`src/rtl/hi_reader_amp_slicer.sv`:
```
// HF reader amplitude slicer: noise-floor tracker, hysteresis slicer and run-length
// encoder feeding a 4-deep (last, level, length) event FIFO. All state moves on the falling clock edge.
module hi_reader_amp_slicer #(
    parameter logic [13:0] THRESH_HI_OFS = 14'd64,
    parameter logic [13:0] THRESH_LO_OFS = 14'd32,
    parameter logic [7:0]  TIMEOUT       = 8'd32
) (
    input  logic        ck_1356meg,
    input  logic        reset_n,
    input  logic        enable,
    input  logic        amp_valid,
    input  logic [13:0] amp,
    output logic        out_valid,
    input  logic        out_ready,
    output logic [9:0]  out_data,
    output logic        overflow,
    output logic        active
);

    typedef enum logic {S_IDLE, S_ACTIVE} state_t;

    state_t       state_q, state_d;
    logic [13:0]  floor_q, floor_d;
    logic         level_q, level_d;
    logic [7:0]   run_q, run_d;
    logic         ev_vld_q, ev_vld_d;
    logic [9:0]   ev_data_q, ev_data_d;

    logic [9:0]   fifo_q [4];
    logic [1:0]   rd_ptr_q, rd_ptr_d;
    logic [1:0]   wr_ptr_q, wr_ptr_d;
    logic [2:0]   cnt_q, cnt_d;
    logic         ovf_q, ovf_d;

    logic [14:0]        hi_sum, lo_sum;
    logic [13:0]        hi_th, lo_th;
    logic signed [14:0] diff, step;
    logic               lvl_new;
    logic [7:0]         run_inc;
    logic               pop, full, do_push;

    // Thresholds come from the floor as it was before this sample's update.
    assign hi_sum  = {1'b0, floor_q} + {1'b0, THRESH_HI_OFS};
    assign lo_sum  = {1'b0, floor_q} + {1'b0, THRESH_LO_OFS};
    assign hi_th   = hi_sum[14] ? 14'h3FFF : hi_sum[13:0];
    assign lo_th   = lo_sum[14] ? 14'h3FFF : lo_sum[13:0];
    assign diff    = $signed({1'b0, amp}) - $signed({1'b0, floor_q});
    assign step    = diff >>> 3;
    assign lvl_new = (amp >= hi_th) ? 1'b1 : ((amp < lo_th) ? 1'b0 : level_q);
    assign run_inc = (run_q == 8'hFF) ? run_q : run_q + 8'd1;

    always_comb begin
        state_d   = state_q;
        floor_d   = floor_q;
        level_d   = level_q;
        run_d     = run_q;
        ev_vld_d  = 1'b0;
        ev_data_d = ev_data_q;
        if (!enable) begin
            state_d = S_IDLE;
            level_d = 1'b0;
            run_d   = 8'd0;
        end else if (amp_valid) begin
            level_d = lvl_new;
            case (state_q)
                S_IDLE: begin
                    floor_d = floor_q + step[13:0];
                    if (lvl_new) begin
                        state_d = S_ACTIVE;
                        run_d   = 8'd1;
                    end
                end
                S_ACTIVE: begin
                    if (lvl_new != level_q) begin
                        ev_vld_d  = 1'b1;
                        ev_data_d = {1'b0, level_q, run_q};
                        run_d     = 8'd1;
                    end else if (!level_q && (run_inc >= TIMEOUT)) begin
                        ev_vld_d  = 1'b1;
                        ev_data_d = {1'b1, 1'b0, TIMEOUT};
                        state_d   = S_IDLE;
                        run_d     = 8'd0;
                    end else begin
                        run_d = run_inc;
                    end
                end
                default: state_d = S_IDLE;
            endcase
        end
    end

    assign full    = (cnt_q == 3'd4);
    assign pop     = out_valid & out_ready;
    assign do_push = ev_vld_q & (~full | pop);

    always_comb begin
        rd_ptr_d = rd_ptr_q;
        wr_ptr_d = wr_ptr_q;
        cnt_d    = cnt_q;
        ovf_d    = ovf_q;
        if (!enable) begin
            rd_ptr_d = 2'd0;
            wr_ptr_d = 2'd0;
            cnt_d    = 3'd0;
            ovf_d    = 1'b0;
        end else begin
            if (do_push) wr_ptr_d = wr_ptr_q + 2'd1;
            if (pop)     rd_ptr_d = rd_ptr_q + 2'd1;
            case ({do_push, pop})
                2'b10:   cnt_d = cnt_q + 3'd1;
                2'b01:   cnt_d = cnt_q - 3'd1;
                default: cnt_d = cnt_q;
            endcase
            if (ev_vld_q && full && !pop) ovf_d = 1'b1;
        end
    end

    always_ff @(negedge ck_1356meg or negedge reset_n) begin
        if (!reset_n) begin
            state_q   <= S_IDLE;
            floor_q   <= 14'd0;
            level_q   <= 1'b0;
            run_q     <= 8'd0;
            ev_vld_q  <= 1'b0;
            ev_data_q <= 10'd0;
            rd_ptr_q  <= 2'd0;
            wr_ptr_q  <= 2'd0;
            cnt_q     <= 3'd0;
            ovf_q     <= 1'b0;
            for (int i = 0; i < 4; i++) fifo_q[i] <= 10'd0;
        end else begin
            state_q   <= state_d;
            floor_q   <= floor_d;
            level_q   <= level_d;
            run_q     <= run_d;
            ev_vld_q  <= ev_vld_d;
            ev_data_q <= ev_data_d;
            rd_ptr_q  <= rd_ptr_d;
            wr_ptr_q  <= wr_ptr_d;
            cnt_q     <= cnt_d;
            ovf_q     <= ovf_d;
            if (enable && do_push) fifo_q[wr_ptr_q] <= ev_data_q;
        end
    end

    assign out_valid = (cnt_q != 3'd0);
    assign out_data  = out_valid ? fifo_q[rd_ptr_q] : 10'd0;
    assign overflow  = ovf_q;
    assign active    = (state_q == S_ACTIVE);

endmodule

```
`config.mk`:
```
export PLATFORM = sky130hd
export DESIGN_NAME = hi_reader_amp_slicer
export DESIGN_NICKNAME = d
export VERILOG_FILES = /design/src/rtl/hi_reader_amp_slicer.sv
export SDC_FILE = /design/constraint.sdc
export NUM_CORES = 1
export LEC_CHECK = 0
export CORE_MARGIN = 1.5
export CORE_UTILIZATION = 55
export DETAILED_ROUTE_END_ITERATION = 16
export GPL_TIMING_DRIVEN = 0
export PLACE_DENSITY = 0.74
export SLEW_MARGIN = 10
export SYNTH_ARGS = -nofsm -noshare
export SYNTH_HDL_FRONTEND = slang
export SYNTH_SLANG_ARGS = --single-unit
export TNS_END_PERCENT = 10
```
`constraint.sdc`:
```
create_clock -name ck_1356meg -period 4.05 [get_ports ck_1356meg]
set_input_delay 0.81 -clock ck_1356meg [delete_from_list [all_inputs] [get_ports ck_1356meg]]
set_output_delay 0.81 -clock ck_1356meg [all_outputs]
set_load 0.02 [all_outputs]
```
==> metrics.md, run 1 <==
| Metric | Value |
|---|---|
| Status | `finished, violations left` |
| Drt total wl | `13650 um` |
| Synth top cells by count | `dfrtn_1 (83), ha_1 (61), nor2_1 (52), nand2_1 (50), mux2_2 (45)` |
| Num CTS Buffers | `9` |
| Final hold violations | `0` |
| RSZ-0062 raised after global routing | `true` |
| Slew Viols, Final | `0` |
| Hold path cells | `1` |
| Critical path class | `input pin to register` |
| Buffers added on ports | `29` |
| ANT nets after route | `0` |
| Layout cells sized above 1 | `0.3215` |
| Post-Place Cells | `between 700 and 800` |
| Root buffer cell | `clkbuf_8` |
| # Max-Cap Violations | `0` |
| Post-Syn Area | `0.005759 sq mm` |
| Clk buf depth | `2` |
| Initial antenna violation count | `0` |
| Leading area contributor after synthesis | `dfrtn_1` |
| Leak | `about 3.3 nW` |
| Initial core utilization | `0.5629` |
| Pwr/cell area | `739.6 mW/mm^2` |
| Slew @ Worst Pin | `580.0 ps` |
| Crit start category | `input pin` |
| Number of remaining DRC errors | `0` |
| Cell area after placement | `between 0.006 and 0.007 sq mm` |
| Required time of the critical path | `between 2000 and 2500 ps` |
| 1st-iter DRT viols | `235` |
| Syn_nets | `about 660` |
| Avg Cell Area, Syn | `9.981 sq um` |
| Async S/R FF share, synth | `1.000` |
| Sequential fraction of the synthesis area | `0.3606` |
| DR vias/cell | `5.875` |
| Layout net count | `724` |
| Synth unique cells | `60` |
| Full die area | `0.01109 sq mm` |
| Ys Warns | `0` |
| Clk Latency, worst-skew pair | `~340 ps` |
| Hold_buf cts | `0` |
| Final number of setup-violating endpoints | `45` |
| Failing checks | `negative setup slack` |
| Max_slew headroom | `0.6133` |
| H-tree depth | `3` |
| HP Class | `register to register` |
| CTS sink count | `83` |
| Post-synthesis adder-cell area fraction | `0.1395` |
| Synth Area in Simple Gates | `0.1592` |
| Router iterations before antenna repair | `4` |
| Worst VDD drop | `~610 uV` |
| Die Span X | `105.3 um` |
| Grt ovf | `0` |
| HP Start | `fifo_q[17]$_DFFE_NN0P_` |
| Ports | `32` |
| Post-synthesis register bit count | `83` |
| Post-synthesis mux area share | `0.1323` |
| XOR/XNOR Fraction of Synth Area | `0.04258` |
| Die Y | `around 110 um` |
| P&R area growth vs syn | `22.66%` |
| Reg-to-reg endpoint | `ev_data_q[8]$_DFFE_NN0P_` |
| Synth Area in Compound Gates | `0.1362` |
| Fin area | `0.007064 sq mm` |
| Diode count | `0` |
| TritonCTS clock tree | `yes` |
| Global-route usage over all layers | `0.2611` |
| Final WS setup | `-1713 ps` |
| Clock slew at reported path FFs | `roughly 60 ps` |
| FF-to-FF setup slack | `-100 ps` |
| Largest family of logic cells by synthesized area | `simple AND/OR/NAND/NOR gates` |
| CP max FO | `4` |
| R2R Path Start | `floor_q[7]$_DFFE_NN0P_` |
| RePlAce Congestion | `0.8608` |
| Worst-case reg-to-reg path depth | `21` |
| Crit path DAT | `3930 ps` |
| DR vias | `4600` |
| Hold EP | `fifo_q[17]$_DFFE_NN0P_` |
| Site row count | `37` |
| Post-synth EDFFs | `0` |
| Setup crit end kind | `register` |
| Core Region | `0.01023 sq mm` |
| Most used DFF post-synth | `dfrtn_1` |
| Minimum hold slack | `~450 ps` |
| Synth area leaders | `dfrtn_1 (36%), ha_1 (13%), mux2_2 (8.8%)` |
| Top-count cell post-synth | `dfrtn_1` |
| Worst clock skew | `around 9.6 ps` |
| Share of the synthesized area in the top cell type | `0.3606` |
| Pin count of the biggest net entering global routing | `50` |
| Vias in the first global route | `4774` |
| DP HPWL | `9462 um` |
| Gate Count Post-Synth | `between 500 and 600` |
| First-pass GRT wire length | `about 23000 um` |
| Wirelength per Cell | `approximately 17 um` |
| Final std cells w/o fill | `783` |
## what timing repair did
action	in CTS	in global routing
pin swaps	52	15
setup endpoints to repair	91	82
resized for setup	187	24
gates cloned	1	0
buffers inserted	21	4
## cell usage in the layout, fill, tap and decap left out, drive strengths merged, types with 3 or more instances in the layout
cell type,instances
dfrtn,83
ha,61
nor2,52
buf,52
nand2,50
mux2,45
o21ai,37
a21oi,36
inv,26
clkbuf,19
xnor2,17
nand3,14
and2,14
nor3,13
xor2,11
a21o,10
mux4,10
or3,8
nand4,6
nor2b,5
o21a,5
nand2b,5
and3,5
clkinv,5
or2,4
clkdlybuf4s15,4
dlygate4sd2,4
mux2i,3
nand3b,3
o21bai,3
a211oi,3
o2111ai,3
a31oi,3
## cells by family after synthesis
group / after synthesis
AOI/OAI and AO/OA: 118
and+or+nand+nor: 185
muxes: 58
adders and majority gates: 63
xor gates and xnor gates: 28
DFF: 83
buffers and inverters: 42
## worst max-delay path: stages
cell       delay, ps
buf_8            100
ha_4             220
a21o_1           170
a21oi_2          220
o2bb2ai_4         90
o41ai_4          310
and2b_1          230
o21a_1           210
nor3_2           170
nor2_1            70
ha_1             310
and3_4           200
o2111ai_4        120
a31oi_4          210
nand3_1           90
nand2_1           80
xnor2_1          110
nor2_1            70
xnor2_1          120
## state kept, by name (all words and copies together), names as in the netlist
| register | cells |
|---|---|
| fifo_q | 40 |
| floor_q | 14 |
| ev_data_q | 10 |
| run_q | 8 |
| cnt_q | 3 |
| rd_ptr_q | 2 |
| wr_ptr_q | 2 |
| active | 1 |
| ev_vld_q | 1 |
| level_q | 1 |
| overflow | 1 |
## metrics by stage
step                TNS (ps)  power, mW  utilization  setup WS [ps]
global placement     -326340      3.753       0.6211          -2614
finish                -39630      5.225       0.6905          -1713
floorplan             -37610      3.300            -          -1769
detailed placement   -112680      3.873       0.6236          -2667
global route          -43810      5.683       0.6905          -1882
CTS                   -38470      4.999       0.6818          -1681
## power breakdown
group          leakage, nW  switching (mW)  internal, mW
clock network       0.0871           0.318         0.227
logic                 2.09            1.83          1.70
registers             1.12           0.186         0.965
total                 3.30            2.33          2.89
## area by class of cell
type                    count  area, sq um
clock inverters             7        53.80
clock buffers               9        123.9
flip-flops and latches     83         2077
inverters                  26        105.1
well taps                 136        170.2
plain buffers              16        123.9
repair buffers             54        442.9
fillers                   772         3167
multi-input cells         452         3968
## worst max path at each step
stage / start / to / slack (ps) / depth (start not counted)
final: amp[4] / floor_q[13]$_DFFE_NN0P_ / -1710 / 19
after global placement: reset_n / run_q[4]$_DFFE_NN0P_ / -2610 / 1
after CTS: amp[4] / floor_q[13]$_DFFE_NN0P_ / -1680 / 19
after floorplan: amp[3] / floor_q[13]$_DFFE_NN0P_ / -1770 / 17
after global routing: amp[3] / floor_q[13]$_DFFE_NN0P_ / -1880 / 20
after detailed placement: amp[4] / floor_q[13]$_DFFE_NN0P_ / -2670 / 19
## routing by layer
metal,track usage,routed length [um],vias up
li1,-,-,2207
met1,0.3453,6134,2293
met2,0.4454,6870,89
met3,0.04762,506,11
met4,0.06262,135,0
met5,0,0,-
Power figures use the tool's default switching activity.
==> run 2, diff against run 1 <==
- CORE_MARGIN: 1.5 -> 2
- MAX_ROUTING_LAYER: unset -> met4
==> run 2 against run 1 <==
Effect of this change:
- the flow still finishes with violations (negative setup slack)
- first-iteration DRC count is 12% higher
- clock power increased by 38%
- combinational power grew 11%
==> metrics.md, run 2 (synthesis results as in run 1) <==
| Metric | Value |
|---|---|
| Status | `finished, violations left` |
| Failing checks | `negative setup slack` |
| Required time of the critical path | `2210 ps (about the same)` |
| Met3 GRT Util | `0.04598 (-0.001635)` |
| Num CTS Buffers | `9 (unchanged)` |
| Full die area | `0.01131 sq mm (+1.9%)` |
| Ports | `32 (unchanged)` |
| Met2 GRT Util | `0.4473 (+0.001966)` |
| Pin count of the biggest net entering global routing | `56 (+12%)` |
| Crit start category | `input pin` |
| DR vias/cell | `5.897 (+0.37%)` |
| Vias in the first global route | `4867 (+1.9%)` |
| Pwr/cell area | `791.9 mW/mm^2 (+7.1%)` |
| GR peak layer | `met2` |
| Crit path DAT | `3990 ps (+60 ps)` |
| Most common cell after layout, fill and taps aside | `dfrtn_1` |
| First-pass GRT wire length | `23460 um (+1.6%)` |
| Commonest cells after routing, fill and taps aside | `dfrtn_1 (83), nor2_1 (45), mux2_2 (45), ha_1 (45), nand2_1 (42)` |
| Final WS setup | `-1778 ps (-65.46 ps)` |
| Router iterations before antenna repair | `4 (unchanged)` |
| Hold_buf cts | `0 (unchanged)` |
| Wirelength per Cell | `17.66 um (+1.3%)` |
| Clk Latency, worst-skew pair | `340 ps (about the same)` |
| Site row count | `37 (unchanged)` |
| ANT nets after route | `0 (unchanged)` |
| H-tree depth | `3 (unchanged)` |
| Global-route usage over all layers | `0.2692 (+0.008111)` |
| Cell area after placement | `0.006380 sq mm (unchanged)` |
| RSZ-0062 raised after global routing | `true` |
| Core Region | `0.01023 sq mm (unchanged)` |
| Setup crit end kind | `register` |
| Diode count | `0 (unchanged)` |
| RePlAce Congestion | `0.8370 (-2.8%)` |
| Largest regs | `fifo_q (40), floor_q (14), ev_data_q (10)` |
| Die Y | `106.3 um (+0.95%)` |
| CTS sink count | `83 (unchanged)` |
| Worst clock skew | `8.128 ps (-1.499 ps)` |
| Fin area | `0.007353 sq mm (+4.1%)` |
| Largest Register | `fifo_q` |
| Initial antenna violation count | `0 (unchanged)` |
| Drt total wl | `14040 um (+2.9%)` |
| HP Class | `register to register` |
| Buffers added on ports | `29 (unchanged)` |
| Critical path class | `input pin to register` |
| Layout cells sized above 1 | `0.3596 (+0.03815)` |
| DR vias | `4688 (+1.9%)` |
| Placement Setup Slack | `-2725 ps (-57.71 ps)` |
| Worst VDD drop | `662.3 uV (+7.8%)` |
| Overall power | `5.823 mW (+11%)` |
| TritonCTS clock tree | `yes` |
| DP HPWL | `9525 um (+0.67%)` |
| Root buffer cell | `clkbuf_8` |
| Max FFs per register | `40 (unchanged)` |
| Routing usage on met1 | `0.3385 (-0.006807)` |
| Layout net count | `736 (+1.7%)` |
| Clock slew at reported path FFs | `60 ps (about the same)` |
| Grt ovf | `0 (unchanged)` |
| Slew @ Worst Pin | `589.3 ps (+9.252 ps)` |
| Final hold violations | `0 (unchanged)` |
| Initial core utilization | `0.5629 (unchanged)` |
| Final number of setup-violating endpoints | `46 (+2.2%)` |
| Final std cells w/o fill | `795 (+1.5%)` |
| Max_slew headroom | `0.6071 (-0.006169)` |
| TNS Setup | `-40370 ps (-740.4 ps)` |
| Clk buf depth | `2 (unchanged)` |
| P&R area growth vs syn | `27.68%` |
| Die Span X | `106.3 um (+0.95%)` |
| 1st-iter DRT viols | `264 (+12%)` |
| Fill cells | `714 (-7.5%)` |
| Slew Viols, Final | `0 (unchanged)` |
| CP max FO | `2 (-2)` |
| Number of remaining DRC errors | `0 (unchanged)` |
| # Max-Cap Violations | `0 (unchanged)` |
| Post-Place Cells | `743 (unchanged)` |
| Leak | `3.436 nW (+4.2%)` |
## run 2: through the flow
step,hold slack [ps],util
floorplan,434.4,-
global placement,442.2,0.6211
detailed placement,449.7,0.6236
CTS,448.7,0.7017
global route,461.8,0.7187
finish,448.3,0.7187
## run 2: cell type report
type	count	area, sq um	share of cell area
sequential	83	2077	0.2825
multi-input combinational	452	4075	0.5542
clock buffer	9	123.9	0.01685
timing repair buffer	66	548.0	0.07453
clock inverter	7	130.1	0.01770
tap	136	170.2	0.02314
buffer	16	123.9	0.01685
inverter	26	105.1	0.01429
## run 2: final timing paths
path                                              from                  endpoint  depth (start not counted)  slack [ps]
worst max register to register  floor_q[7]$_DFFE_NN0P_  ev_data_q[0]$_DFFE_NN0P_                         20        -120
worst min-delay path             fifo_q[0]$_DFFE_NN0P_     fifo_q[0]$_DFFE_NN0P_                          1         450
min in group asynchronous                      reset_n    floor_q[0]$_DFFE_NN0P_                          1        2320
worst min register to register   fifo_q[0]$_DFFE_NN0P_     fifo_q[0]$_DFFE_NN0P_                          1         450
worst max-delay path                            amp[4]   floor_q[13]$_DFFE_NN0P_                         19       -1780
max in group asynchronous                      reset_n  ev_data_q[1]$_DFFE_NN0P_                          2        1070
## run 2: repair_timing
action                                 CTS  global route
endpoints found under the hold margin    0             0
buffers inserted                        29             7
resized for setup                      202            28
setup endpoints to repair               91            87
pin swaps                               76            24
cloned                                   1             0
## run 2: report_power, final
part,switching [mW],internal [mW]
clock network,0.327,0.423
registers,0.187,0.965
logic,2.01,1.91
total,2.52,3.30
## run 2: routing by layer
layer  part of all wire  wire length (um)  up-vias
met2               0.50              6989      102
met3              0.040               568       20
met1               0.44              6222     2328
li1                   -                 -     2238
met5                  0                 0        -
met4              0.018               259        0
## run 2: critical path: stages
cell and delay [ps]:
buf_8 100, ha_4 210, a21o_1 180, a21oi_4 190, o2bb2ai_4 100, o41ai_4 390, and2b_1 240, o21a_1 190
nor3_2 120, nor2_1 80, ha_1 320, and3_4 200, o2111ai_4 120, a31oi_4 230, nand3_2 90, nand2_2 90
xnor2_2 110, nor2_1 70, xnor2_1 140
==> run 3, diff against run 2 <==
- CORE_UTILIZATION: 55 -> 61
- GPL_TIMING_DRIVEN: 0 -> unset
- PLACE_DENSITY: 0.74 -> 0.78
- SLEW_MARGIN: 10 -> 40
- clock period: 4.05 -> 6.1 ns (I/O delays scaled with it)
==> run 3 against run 2 <==
Effect of this change:
- the run still ends with negative setup slack left
- sequential power down 32%
- sequential share of layout area decreased by 0.95 points
- die area decreased by 9.5%
- flip-flop and latch count is the same
- final cell count grew 4.4%
- hold slack gained 4.6 ps
- first-iteration DRC count grew 47%
- global-route usage rose by 4.9 points
- utilization is 11 points higher
- clock skew fell by 0.58 ps
- register-to-register slack better by 2100 ps
- critical path type unchanged
==> metrics.md, run 3 (synthesis results as in run 1) <==
| Metric | Value |
|---|---|
| Placement Setup Slack | `-1813 ps (+911.5 ps)` |
| Worst clock skew | `7.545 ps (-0.5831 ps)` |
| Grt ovf | `0 (unchanged)` |
| Required time of the critical path | `3230 ps (+1020 ps)` |
| Most common cell after layout, fill and taps aside | `buf_4` |
| # Max-Cap Violations | `0 (unchanged)` |
| Fill cells | `496 (-31%)` |
| Largest Register | `fifo_q` |
| Drt total wl | `15970 um (+14%)` |
| P&R area growth vs syn | `32.11%` |
| Clk buf depth | `2 (unchanged)` |
| Clock slew at reported path FFs | `60 ps (about the same)` |
| Wirelength per Cell | `19.24 um (+8.9%)` |
| Failing checks | `negative setup slack` |
| Crit path DAT | `4350 ps (+360 ps)` |
| RePlAce Congestion | `0.9372 (+12%)` |
| Worst VDD drop | `632.9 uV (-4.4%)` |
| CP Launch Point | `amp[4]` |
| ANT nets after route | `0 (unchanged)` |
| DR vias | `5146 (+9.8%)` |
| Ports | `32 (unchanged)` |
| Clk Latency, worst-skew pair | `340 ps (about the same)` |
| Number of remaining DRC errors | `0 (unchanged)` |
| Max_slew headroom | `0.6538 (+0.04669)` |
| Leak | `3.645 nW (+6.1%)` |
| CTS sink count | `83 (unchanged)` |
| Slew @ Worst Pin | `519.3 ps (-70.03 ps)` |
| CP max FO | `3 (+1)` |
| First-pass GRT wire length | `24920 um (+6.2%)` |
| Site row count | `35 (-5.4%)` |
| Diode count | `0 (unchanged)` |
| Initial antenna violation count | `0 (unchanged)` |
| Worst-case reg-to-reg path depth | `20 (unchanged)` |
| Commonest cells after routing, fill and taps aside | `buf_4 (103), dfrtn_1 (83), ha_1 (50)` |
| Hold_buf cts | `0 (unchanged)` |
| TritonCTS clock tree | `yes` |
| Largest regs | `fifo_q (40), floor_q (14), ev_data_q (10)` |
| 1st-iter DRT viols | `388 (+47%)` |
| RSZ-0062 raised after global routing | `true` |
| H-tree depth | `3 (unchanged)` |
| Die Span X | `101.2 um (-4.9%)` |
| DP HPWL | `10470 um (+9.9%)` |
| Layout cells sized above 1 | `0.3727 (+0.01310)` |
| Status | `finished, violations left` |
| Final WS setup | `-1114 ps (+663.8 ps)` |
| R2R Path Start | `floor_q[7]$_DFFE_NN0P_` |
| Initial core utilization | `0.6263 (+0.06334)` |
| Global-route usage over all layers | `0.3179 (+0.04864)` |
| Buffers added on ports | `31 (+6.9%)` |
| Reg-to-reg endpoint | `ev_data_q[8]$_DFFE_NN0P_` |
| FF-to-FF setup slack | `1930 ps (+2050 ps)` |
| Fin util | `0.8273 (+0.1086)` |
| Critical path endpoint | `floor_q[13]$_DFFE_NN0P_` |
| Core Region | `0.009196 sq mm (-10%)` |
| Router iterations before antenna repair | `5 (+1)` |
| Critical path class | `input pin to register` |
| DR vias/cell | `6.200 (+5.1%)` |
| Layout net count | `796 (+8.2%)` |
| Root buffer cell | `clkbuf_8` |
| Final number of setup-violating endpoints | `33 (-28%)` |
| Max FFs per register | `40 (unchanged)` |
| Pin count of the biggest net entering global routing | `46 (-18%)` |
| Final hold violations | `0 (unchanged)` |
| Vias in the first global route | `5226 (+7.4%)` |
| Slew Viols, Final | `0 (unchanged)` |
| Pwr/cell area | `547.1 mW/mm^2 (-31%)` |
| Full die area | `0.01023 sq mm (-9.5%)` |
| Die Y | `101.2 um (-4.9%)` |
| Crit start category | `input pin` |
| HP Class | `register to register` |
| Num CTS Buffers | `9 (unchanged)` |
| Setup crit end kind | `register` |
run 3: changes by cell type in the layout (fill, tap and decap cells not counted), moves of 6 or more:
cell / change
o21ai_1: -8
nand2_1: +7
buf_4: +67
clkdlybuf4s50_1: +6
o21ai_0: +10
run 3: metal layers:
metal / GRT usage / vias up / share of wire
met5: - / - / 0
met3: 0.04417 / 74 / 0.046
met4: 0.1091 / 0 / 0.038
met2: 0.5685 / 201 / 0.53
met1: 0.3653 / 2524 / 0.39
li1: - / 2347 / -
run 3: how the worst min path moves through the flow:
stage	from	end	slack, ps	cells past startpoint
2_1_floorplan	fifo_q[10]$_DFFE_NN0P_	fifo_q[10]$_DFFE_NN0P_	430	1
3_3_place_gp	fifo_q[1]$_DFFE_NN0P_	fifo_q[1]$_DFFE_NN0P_	440	1
3_5_place_dp	fifo_q[9]$_DFFE_NN0P_	fifo_q[9]$_DFFE_NN0P_	450	1
4_1_cts	fifo_q[7]$_DFFE_NN0P_	fifo_q[7]$_DFFE_NN0P_	450	1
5_1_grt	fifo_q[7]$_DFFE_NN0P_	fifo_q[7]$_DFFE_NN0P_	470	1
6_report	fifo_q[26]$_DFFE_NN0P_	fifo_q[26]$_DFFE_NN0P_	450	1
run 3: final cells by class:
| cell class | count | area, sq um | area share |
|---|---|---|---|
| multi-input cells | 452 | 3894 | 0.5118 |
| flip-flops and latches | 83 | 2077 | 0.2730 |
| repair buffers | 142 | 1167 | 0.1534 |
| well taps | 111 | 138.9 | 0.01825 |
| clock buffers | 10 | 137.6 | 0.01809 |
| inverters | 26 | 97.59 | 0.01283 |
| clock inverters | 6 | 96.34 | 0.01266 |
run 3: power by group:
group,switching (mW),total [mW],leakage (nW),internal (mW)
combinational,1.39,2.91,2.41,1.52
clock,0.217,0.464,0.115,0.247
sequential,0.146,0.786,1.12,0.640
run 3: worst max-delay path, cell delays in order:
cell	delay, ps
buf_8	100
ha_4	210
a21o_1	160
a21oi_2	190
o2bb2ai_4	90
o41ai_4	400
and2b_1	240
o21a_1	190
nor3_2	130
nor2_1	70
ha_1	320
and3_4	200
o2111ai_4	120
a31oi_4	210
nand3_1	90
nand2_1	80
xnor2_1	110
nor2_1	70
xnor2_1	120
run 3: timing repair:
| item | in CTS | in global routing |
|---|---|---|
| endpoints found under the setup margin | 45 | 39 |
| buffers inserted | 20 | 6 |
| cloned | 0 | 0 |
| gates resized for setup | 121 | 29 |
| pin swaps | 52 | 29 |
run 3: stage by stage:
stage          area, sq um  cells  total power, mW  hold slack [ps]  TNS (ps)
2_1_floorplan         5814    577            2.153            434.4    -19100
3_3_place_gp          6909    789            2.863            442.0    -41210
3_5_place_dp          6909    789            2.967            448.4    -42760
4_1_cts               7412    825            3.794            453.5    -17310
5_1_grt               7609    830            4.439            471.4    -23900
6_report              7609    830            4.162            453.0    -20170
